<file path="config.mk">
export PLATFORM = sky130hd
export DESIGN_NAME = branch_predictor_flat
export DESIGN_NICKNAME = d
export VERILOG_FILES = /design/src/rtl/bp_pkg.sv /design/src/rtl/branch_predictor_if.sv /design/src/rtl/sat_ctr2.sv /design/src/rtl/branch_predictor.sv /design/src/flat_wrapper.sv
export SDC_FILE = /design/constraint.sdc
export NUM_CORES = 2
export LEC_CHECK = 0
export CORE_AREA = 4 4 573 575
export CTS_CLUSTER_DIAMETER = 80
export CTS_CLUSTER_SIZE = 8
export DETAILED_ROUTE_END_ITERATION = 8
export DIE_AREA = 0 0 577 579
export PLACE_DENSITY_LB_ADDON = 0.2
export SLEW_MARGIN = 5
export SYNTH_ARGS = -nofsm -noshare
export SYNTH_HDL_FRONTEND = slang
export SYNTH_SLANG_ARGS = --single-unit
</file>
<file path="constraint.sdc">
create_clock -name clk -period 15.1 [get_ports clk]
set_input_delay 3.775 -clock clk [delete_from_list [all_inputs] [get_ports clk]]
set_output_delay 3.775 -clock clk [all_outputs]
set_load 0.02 [all_outputs]
</file>
<file path="src/rtl/bp_pkg.sv">
// Branch predictor shared definitions.
//   - Default datapath width and BTB index width.
//   - 2-bit counter encodings (strong/weak not-taken, weak/strong taken).
//   - BTB entry record and helpers that split a PC into table index and tag.
//   The index skips pc[1:0]; the tag is everything above the index.
package bp_pkg;

  localparam int XLEN     = 32;
  localparam int IDX_BITS = 6;
  localparam int TAG_W    = XLEN - IDX_BITS - 2;

  localparam logic [1:0] CTR_SNT = 2'b00;
  localparam logic [1:0] CTR_WNT = 2'b01;
  localparam logic [1:0] CTR_WT  = 2'b10;
  localparam logic [1:0] CTR_ST  = 2'b11;

  typedef struct packed {
    logic             valid;
    logic [TAG_W-1:0] tag;
    logic [XLEN-1:0]  target;
    logic [1:0]       ctr;
  } btb_entry_t;

  // Shift-then-truncate rather than part-select so every PC bit is consumed.
  function automatic logic [IDX_BITS-1:0] bp_index(input logic [XLEN-1:0] pc);
    return IDX_BITS'(pc >> 2);
  endfunction

  function automatic logic [TAG_W-1:0] bp_tag(input logic [XLEN-1:0] pc);
    return TAG_W'(pc >> (IDX_BITS + 2));
  endfunction

endpackage

</file>
<file path="src/rtl/branch_predictor_if.sv">
// Fetch/resolve bus of the branch predictor.
//   fetch side  : f_valid, f_pc in; p_valid, p_taken, p_target out
//   resolve side: r_valid, r_is_branch, r_pc, r_taken, r_target,
//                 r_pred_taken, r_pred_target in; mispredict, redirect_pc out
// master = pipeline driving requests, slave = predictor.
interface branch_predictor_if #(parameter int XLEN = 32);

  logic            f_valid;
  logic [XLEN-1:0] f_pc;
  logic            p_valid;
  logic            p_taken;
  logic [XLEN-1:0] p_target;

  logic            r_valid;
  logic            r_is_branch;
  logic [XLEN-1:0] r_pc;
  logic            r_taken;
  logic [XLEN-1:0] r_target;
  logic            r_pred_taken;
  logic [XLEN-1:0] r_pred_target;
  logic            mispredict;
  logic [XLEN-1:0] redirect_pc;

  modport master (
    output f_valid, f_pc, r_valid, r_is_branch, r_pc, r_taken, r_target,
           r_pred_taken, r_pred_target,
    input  p_valid, p_taken, p_target, mispredict, redirect_pc
  );

  modport slave (
    input  f_valid, f_pc, r_valid, r_is_branch, r_pc, r_taken, r_target,
           r_pred_taken, r_pred_target,
    output p_valid, p_taken, p_target, mispredict, redirect_pc
  );

endinterface

</file>
<file path="src/rtl/sat_ctr2.sv">
// 2-bit saturating counter next-state.
//   ctr      : current counter
//   taken    : branch outcome
//   ctr_next : counter moved one step toward the outcome, clamped at 00/11
module sat_ctr2
  import bp_pkg::*;
(
  input  logic [1:0] ctr,
  input  logic       taken,
  output logic [1:0] ctr_next
);

  always_comb begin
    ctr_next = ctr;
    if (taken) begin
      if (ctr != CTR_ST) ctr_next = ctr + 2'd1;
    end else begin
      if (ctr != CTR_SNT) ctr_next = ctr - 2'd1;
    end
  end

endmodule

</file>
<file path="src/rtl/branch_predictor.sv">
// Direct-mapped BTB with a 2-bit direction counter per entry.
//   clk, rst : clock, asynchronous active-high reset
//   bus      : branch_predictor_if.slave (fetch lookup + resolve/redirect)
//   stat_branches, stat_mispredicts : saturating counters, present only
//                                     when BP_STATS_EN is defined
// Lookup and mispredict outputs are registered (1-cycle latency). Table
// writes land at the same edge that samples the lookup, so a same-index
// lookup sees the pre-update entry.
module branch_predictor
#(
  parameter int XLEN     = bp_pkg::XLEN,
  parameter int IDX_BITS = bp_pkg::IDX_BITS
)
(
  input  logic                clk,
  input  logic                rst,
  branch_predictor_if.slave   bus
`ifdef BP_STATS_EN
  ,
  output logic [31:0]         stat_branches,
  output logic [31:0]         stat_mispredicts
`endif
);

  import bp_pkg::*;

  localparam int ENTRIES = 1 << IDX_BITS;

  // valid/ctr are reset; tag/target are don't-care until allocated.
  logic             valid_q [ENTRIES];
  logic [1:0]       ctr_q   [ENTRIES];
  logic [TAG_W-1:0] tag_q   [ENTRIES];
  logic [XLEN-1:0]  tgt_q   [ENTRIES];

  logic [IDX_BITS-1:0] f_idx, r_idx;
  btb_entry_t          f_ent;
  logic                f_taken;
  logic                r_hit;
  logic [1:0]          ctr_nxt;
  logic                upd, wr_hit, alloc;
  logic                mp_d;
  logic [XLEN-1:0]     redir_d;

  assign f_idx   = bp_index(bus.f_pc);
  assign f_ent   = '{valid:  valid_q[f_idx],
                     tag:    tag_q[f_idx],
                     target: tgt_q[f_idx],
                     ctr:    ctr_q[f_idx]};
  assign f_taken = f_ent.valid && (f_ent.tag == bp_tag(bus.f_pc)) && f_ent.ctr[1];

  assign r_idx = bp_index(bus.r_pc);
  assign r_hit = valid_q[r_idx] && (tag_q[r_idx] == bp_tag(bus.r_pc));

  sat_ctr2 u_ctr (
    .ctr      (ctr_q[r_idx]),
    .taken    (bus.r_taken),
    .ctr_next (ctr_nxt)
  );

  assign upd    = bus.r_valid && bus.r_is_branch;
  assign wr_hit = upd && r_hit;
  assign alloc  = upd && !r_hit && bus.r_taken;

  // A non-branch predicted taken is an alias hit: redirect to the fall-through.
  always_comb begin
    mp_d    = 1'b0;
    redir_d = bus.r_pc + XLEN'(4);
    if (bus.r_valid) begin
      if (bus.r_is_branch) begin
        mp_d = (bus.r_taken != bus.r_pred_taken) ||
               (bus.r_taken && bus.r_pred_taken && (bus.r_target != bus.r_pred_target));
        if (bus.r_taken) redir_d = bus.r_target;
      end else begin
        mp_d = bus.r_pred_taken;
      end
    end
  end

  always_ff @(posedge clk or posedge rst) begin
    if (rst) begin
      for (int i = 0; i < ENTRIES; i++) begin
        valid_q[i] <= 1'b0;
        ctr_q[i]   <= CTR_WNT;
      end
    end else if (wr_hit) begin
      ctr_q[r_idx] <= ctr_nxt;
    end else if (alloc) begin
      valid_q[r_idx] <= 1'b1;
      ctr_q[r_idx]   <= CTR_WT;
    end
  end

  always_ff @(posedge clk) begin
    if (alloc || (wr_hit && bus.r_taken)) begin
      tag_q[r_idx] <= bp_tag(bus.r_pc);
      tgt_q[r_idx] <= bus.r_target;
    end
  end

  always_ff @(posedge clk or posedge rst) begin
    if (rst) begin
      bus.p_valid     <= 1'b0;
      bus.p_taken     <= 1'b0;
      bus.p_target    <= '0;
      bus.mispredict  <= 1'b0;
      bus.redirect_pc <= '0;
    end else begin
      bus.p_valid     <= bus.f_valid;
      bus.p_taken     <= bus.f_valid && f_taken;
      bus.p_target    <= (bus.f_valid && f_taken) ? f_ent.target : '0;
      bus.mispredict  <= mp_d;
      bus.redirect_pc <= mp_d ? redir_d : '0;
    end
  end

`ifdef BP_STATS_EN
  always_ff @(posedge clk or posedge rst) begin
    if (rst) begin
      stat_branches    <= '0;
      stat_mispredicts <= '0;
    end else begin
      if (upd && (stat_branches != 32'hFFFF_FFFF))
        stat_branches <= stat_branches + 32'd1;
      if (mp_d && (stat_mispredicts != 32'hFFFF_FFFF))
        stat_mispredicts <= stat_mispredicts + 32'd1;
    end
  end
`endif

endmodule

</file>
<file path="src/flat_wrapper.sv">
// flat-port wrapper written by rule: the top's interface ports become plain ports
module branch_predictor_flat import bp_pkg::*;
#(
  parameter int XLEN     = bp_pkg::XLEN,
  parameter int IDX_BITS = bp_pkg::IDX_BITS
)
  (clk, rst, bus_f_valid, bus_f_pc, bus_r_valid, bus_r_is_branch, bus_r_pc, bus_r_taken, bus_r_target, bus_r_pred_taken, bus_r_pred_target, bus_p_valid, bus_p_taken, bus_p_target, bus_mispredict, bus_redirect_pc);
  branch_predictor_if #(.XLEN(XLEN)) bus_i ();
  input  logic clk;
  input  logic rst;
  input wire logic [$bits(bus_i.f_valid)-1:0] bus_f_valid;
  input wire logic [$bits(bus_i.f_pc)-1:0] bus_f_pc;
  input wire logic [$bits(bus_i.r_valid)-1:0] bus_r_valid;
  input wire logic [$bits(bus_i.r_is_branch)-1:0] bus_r_is_branch;
  input wire logic [$bits(bus_i.r_pc)-1:0] bus_r_pc;
  input wire logic [$bits(bus_i.r_taken)-1:0] bus_r_taken;
  input wire logic [$bits(bus_i.r_target)-1:0] bus_r_target;
  input wire logic [$bits(bus_i.r_pred_taken)-1:0] bus_r_pred_taken;
  input wire logic [$bits(bus_i.r_pred_target)-1:0] bus_r_pred_target;
  output wire logic [$bits(bus_i.p_valid)-1:0] bus_p_valid;
  output wire logic [$bits(bus_i.p_taken)-1:0] bus_p_taken;
  output wire logic [$bits(bus_i.p_target)-1:0] bus_p_target;
  output wire logic [$bits(bus_i.mispredict)-1:0] bus_mispredict;
  output wire logic [$bits(bus_i.redirect_pc)-1:0] bus_redirect_pc;
  assign bus_i.f_valid = bus_f_valid;
  assign bus_i.f_pc = bus_f_pc;
  assign bus_i.r_valid = bus_r_valid;
  assign bus_i.r_is_branch = bus_r_is_branch;
  assign bus_i.r_pc = bus_r_pc;
  assign bus_i.r_taken = bus_r_taken;
  assign bus_i.r_target = bus_r_target;
  assign bus_i.r_pred_taken = bus_r_pred_taken;
  assign bus_i.r_pred_target = bus_r_pred_target;
  assign bus_p_valid = bus_i.p_valid;
  assign bus_p_taken = bus_i.p_taken;
  assign bus_p_target = bus_i.p_target;
  assign bus_mispredict = bus_i.mispredict;
  assign bus_redirect_pc = bus_i.redirect_pc;
  branch_predictor #(.XLEN(XLEN), .IDX_BITS(IDX_BITS)) u_core (.clk(clk), .rst(rst), .bus(bus_i));
endmodule
</file>
==> flow_summary.json <==
{
  "initial_core_util_pct": 50.8,
  "hpwl_um": 325000,
  "die_width_um": 577,
  "ctsResizeCount": 0,
  "cellPowerDensity_nw_per_um2": 131,
  "syn_inst": 8132,
  "cp_common_cell": "buf_4",
  "cp_top_family": "buffers and inverters",
  "totalPowerFinal_w": 0.0246,
  "path_clk_slew_ns": 0.05,
  "hold_viol": 0,
  "place_congestion": 0.950,
  "dp_slack_ns": 4.00,
  "critPathMaxStageDelay_ns": 1.03,
  "tightest_slew_ns": 1.38,
  "async_flop_share_pct": 6.74,
  "clockBufferDepth": 4,
  "vias_per_cell": 7.41,
  "syn2layout_area_growth_pct": 14.2,
  "drtPass1Iterations": 9,
  "clock_latency_ns": 1.04,
  "ctsHoldBuffers": 0,
  "crit_path_end": "u_core.valid_q[57]",
  "final.setup.tns_ns": 0,
  "violations": "design-rule violations",
  "power_switching_w": 0.00553,
  "route.detailed.wl_per_inst_um": 44.0,
  "p_seq_share_pct": 47.8,
  "rows": 209,
  "grt_pass1_vias": 95313,
  "end_kind": "flip-flop",
  "postSynthAreaPerCell_um2": 20.2,
  "path_max_fanout": 75,
  "postRouteAntennaNets": 0,
  "grt_setup_unrepaired": "false",
  "yosys_register_bits": 3843,
  "slew_violations": 0,
  "grt_use_total_pct": 34.5,
  "cp_num_cells": 16,
  "finalCritPeriodShare_pct": 72.3,
  "crit_path_start_kind": "input pin",
  "dieArea_um2": 334000,
  "yosys_warnings": 0,
  "synth-seq-area-share_pct": 69.6,
  "clockRootBuffer": "clkbuf_16",
  "synth-edff-count": 3584,
  "grt_first_pass_wirelength_um": 790000,
  "clkPwrFrac_pct": 45.9,
  "synth_area_um2": 164000,
  "drt_iter0_markers": 17319,
  "fin_nets": 8782,
  "ctsHtreeMaxLevel": 6,
  "nFillCells": 23434,
  "status": "complete, but fails checks",
  "ys_types": 88,
  "slew_headroom_pct": 8.24,
  "r2r-start": "u_core.tag_q[55][11]",
  "critPathKind": "in2reg",
  "coreArea_um2": 323000,
  "ios": 202,
  "period_needed_ns": 10.91,
  "clock.fmax_mhz": 91.7,
  "synth_nets": 8269,
  "drc": 8,
  "arrival_ns": 11.82,
  "switching_share_pct": 22.5,
  "pwr-share-comb_pct": 6.2,
  "cp.required_ns": 16.01,
  "final_common_cell": "edfxtp_1",
  "vdd_drop_max_mv": 0.135,
  "antenna_found_initial": 46,
  "globalRoute.totalOverflow": 0,
  "setup_viol": 0,
  "crit_buf_inv": 6,
  "io_buffers": 199,
  "cts_sinks": 3843,
  "final_cell_mix": "3584 x edfxtp_1, 1403 x mux4_2, 560 x clkbuf_16, 345 x buf_4, 246 x mux2i_1",
  "crit_path_top_delay_cell": "xnor2_1",
  "cts_inserted_buffers": 552,
  "critPathLaunch": "bus_r_pc[5]",
  "internal_power_w": 0.0191,
  "crit_path_cell_trace": "buf_2 -> buf_4 -> buf_4 -> and3b_2 -> buf_4 -> a22o_1 -> a2111oi_0 -> o22ai_1 -> xnor2_1 -> o21ai_0 -> nand4b_4 -> nor2_4 -> buf_4 -> buf_4 -> nand2_4 -> a21o_1",
  "max-cap-violations": 0,
  "setup_slack_ns": 4.19,
  "reg2reg_to": "u_core.valid_q[57]",
  "p_leak_nw": 60.1,
  "cts_setup_buffers": 0,
  "drive_above_1_share_pct": 31.1,
  "skew_ns": 0.0565,
  "cts_tree": "done",
  "vias": 98009,
  "worstHoldPathType": "reg2reg",
  "grt_max_degree": 125,
  "fin_util_pct": 58.0,
  "die_height_um": 579,
  "r2r_slack_ns": 7.92,
  "drt-total-wl_um": 581000,
  "rr_worst_depth": 12,
  "yosys_most_used_dff": "edfxtp_1"
}
[power by group through the flow]
stage / logic [W] / registers [W] / clock network (W)
CTS: 0.00151 / 0.0118 / 0.0114
global placement: 0.00149 / 0.0120 / 0
detailed placement: 0.00151 / 0.0120 / 0
floorplan: 0.000871 / 0.0120 / 0
global route: 0.00159 / 0.0118 / 0.0119
finish: 0.00154 / 0.0118 / 0.0113
[cell usage after synthesis, types with 72 or more instances]
cell type / count / share of area (%)
clkbuf_1: 266 / 0.61
mux4_2: 1403 / 19
nand3_1: 72 / 0.22
a21oi_1: 171 / 0.52
nand2_1: 189 / 0.43
nor2_1: 275 / 0.63
edfxtp_1: 3584 / 66
o21ai_0: 146 / 0.45
mux2i_1: 246 / 1.5
buf_2: 184 / 0.56
dfrtp_1: 195 / 3.0
buf_1: 72 / 0.16
o22ai_1: 95 / 0.36
a22oi_1: 104 / 0.48
[worst register-to-register path: cells and delay by family, from the launching register on]
kind,cells,cell delay [ns]
xor+xnor,1,1.03
simple gates,3,1.70
mux,1,0.50
buf+inv,2,1.34
compound gates,5,2.12
flops,1,0.38
[state kept, by name (all words and copies together) (netlist names)]
name and count:
u_core.bus.p_valid 1, u_core.bus.p_target 32, u_core.bus.mispredict 1, u_core.tag_q 1536, u_core.tgt_q 2048, u_core.bus.p_taken 1, u_core.bus.redirect_pc 32, u_core.ctr_q 128
u_core.valid_q 64
[through the flow]
| stage | std cells | area (um^2) | hold slack [ns] |
|---|---|---|---|
| finish | 13225 | 187000 | 0.477 |
| global route | 13203 | 187000 | 0.492 |
| CTS | 13198 | 187000 | 0.476 |
| detailed placement | 12416 | 172000 | 0.466 |
| global placement | 12416 | 172000 | 0.459 |
| floorplan | 8132 | 164000 | 0.443 |
[cells by family (layout without fill, tap and decap cells)]
kind of cell | Yosys count | after routing | synth area share [%]
AO/OA/AOI/OAI | 1121 | 1121 | 4.78
XOR/XNOR | 96 | 96 | 0.512
adder cells (fa/ha/maj) | 4 | 4 | 0.0274
buffers and inverters | 609 | 1350 | 1.80
flip-flops | 3843 | 3843 | 69.6
multiplexers | 1685 | 1685 | 21.0
other | 0 | 27 | 0
AND/OR/NAND/NOR | 774 | 774 | 2.30
[routing by layer]
layer	track usage (%)	wire length [um]
met4	18.9	37400
met1	46.5	203000
met2	50.2	257000
met3	11.3	84100
met5	0.0284	156
[worst min path at each step]
stage                        from                 end  slack [ns]  depth (start not counted)
2_1_floorplan  u_core.valid_q[24]  u_core.valid_q[24]        0.44                          1
3_3_place_gp   u_core.valid_q[45]  u_core.valid_q[45]        0.46                          1
3_5_place_dp    u_core.valid_q[1]   u_core.valid_q[1]        0.47                          1
4_1_cts        u_core.valid_q[34]  u_core.valid_q[34]        0.48                          1
5_1_grt        u_core.valid_q[51]  u_core.valid_q[51]        0.49                          1
6_report        u_core.valid_q[1]   u_core.valid_q[1]        0.48                          1
[layout make-up]
| type | count | area [um^2] | share of cell area [%] |
|---|---|---|---|
| timing repair buffer | 556 | 4580 | 2.44 |
| clock inverter | 53 | 845 | 0.451 |
| antenna | 27 | 67.6 | 0.0361 |
| tap | 4325 | 5410 | 2.89 |
| sequential | 3843 | 114000 | 60.9 |
| multi-input combinational | 3680 | 47600 | 25.4 |
| inverter | 12 | 55.1 | 0.0294 |
| clock buffer | 729 | 14600 | 7.82 |
(Power assumes the default switching activity.)
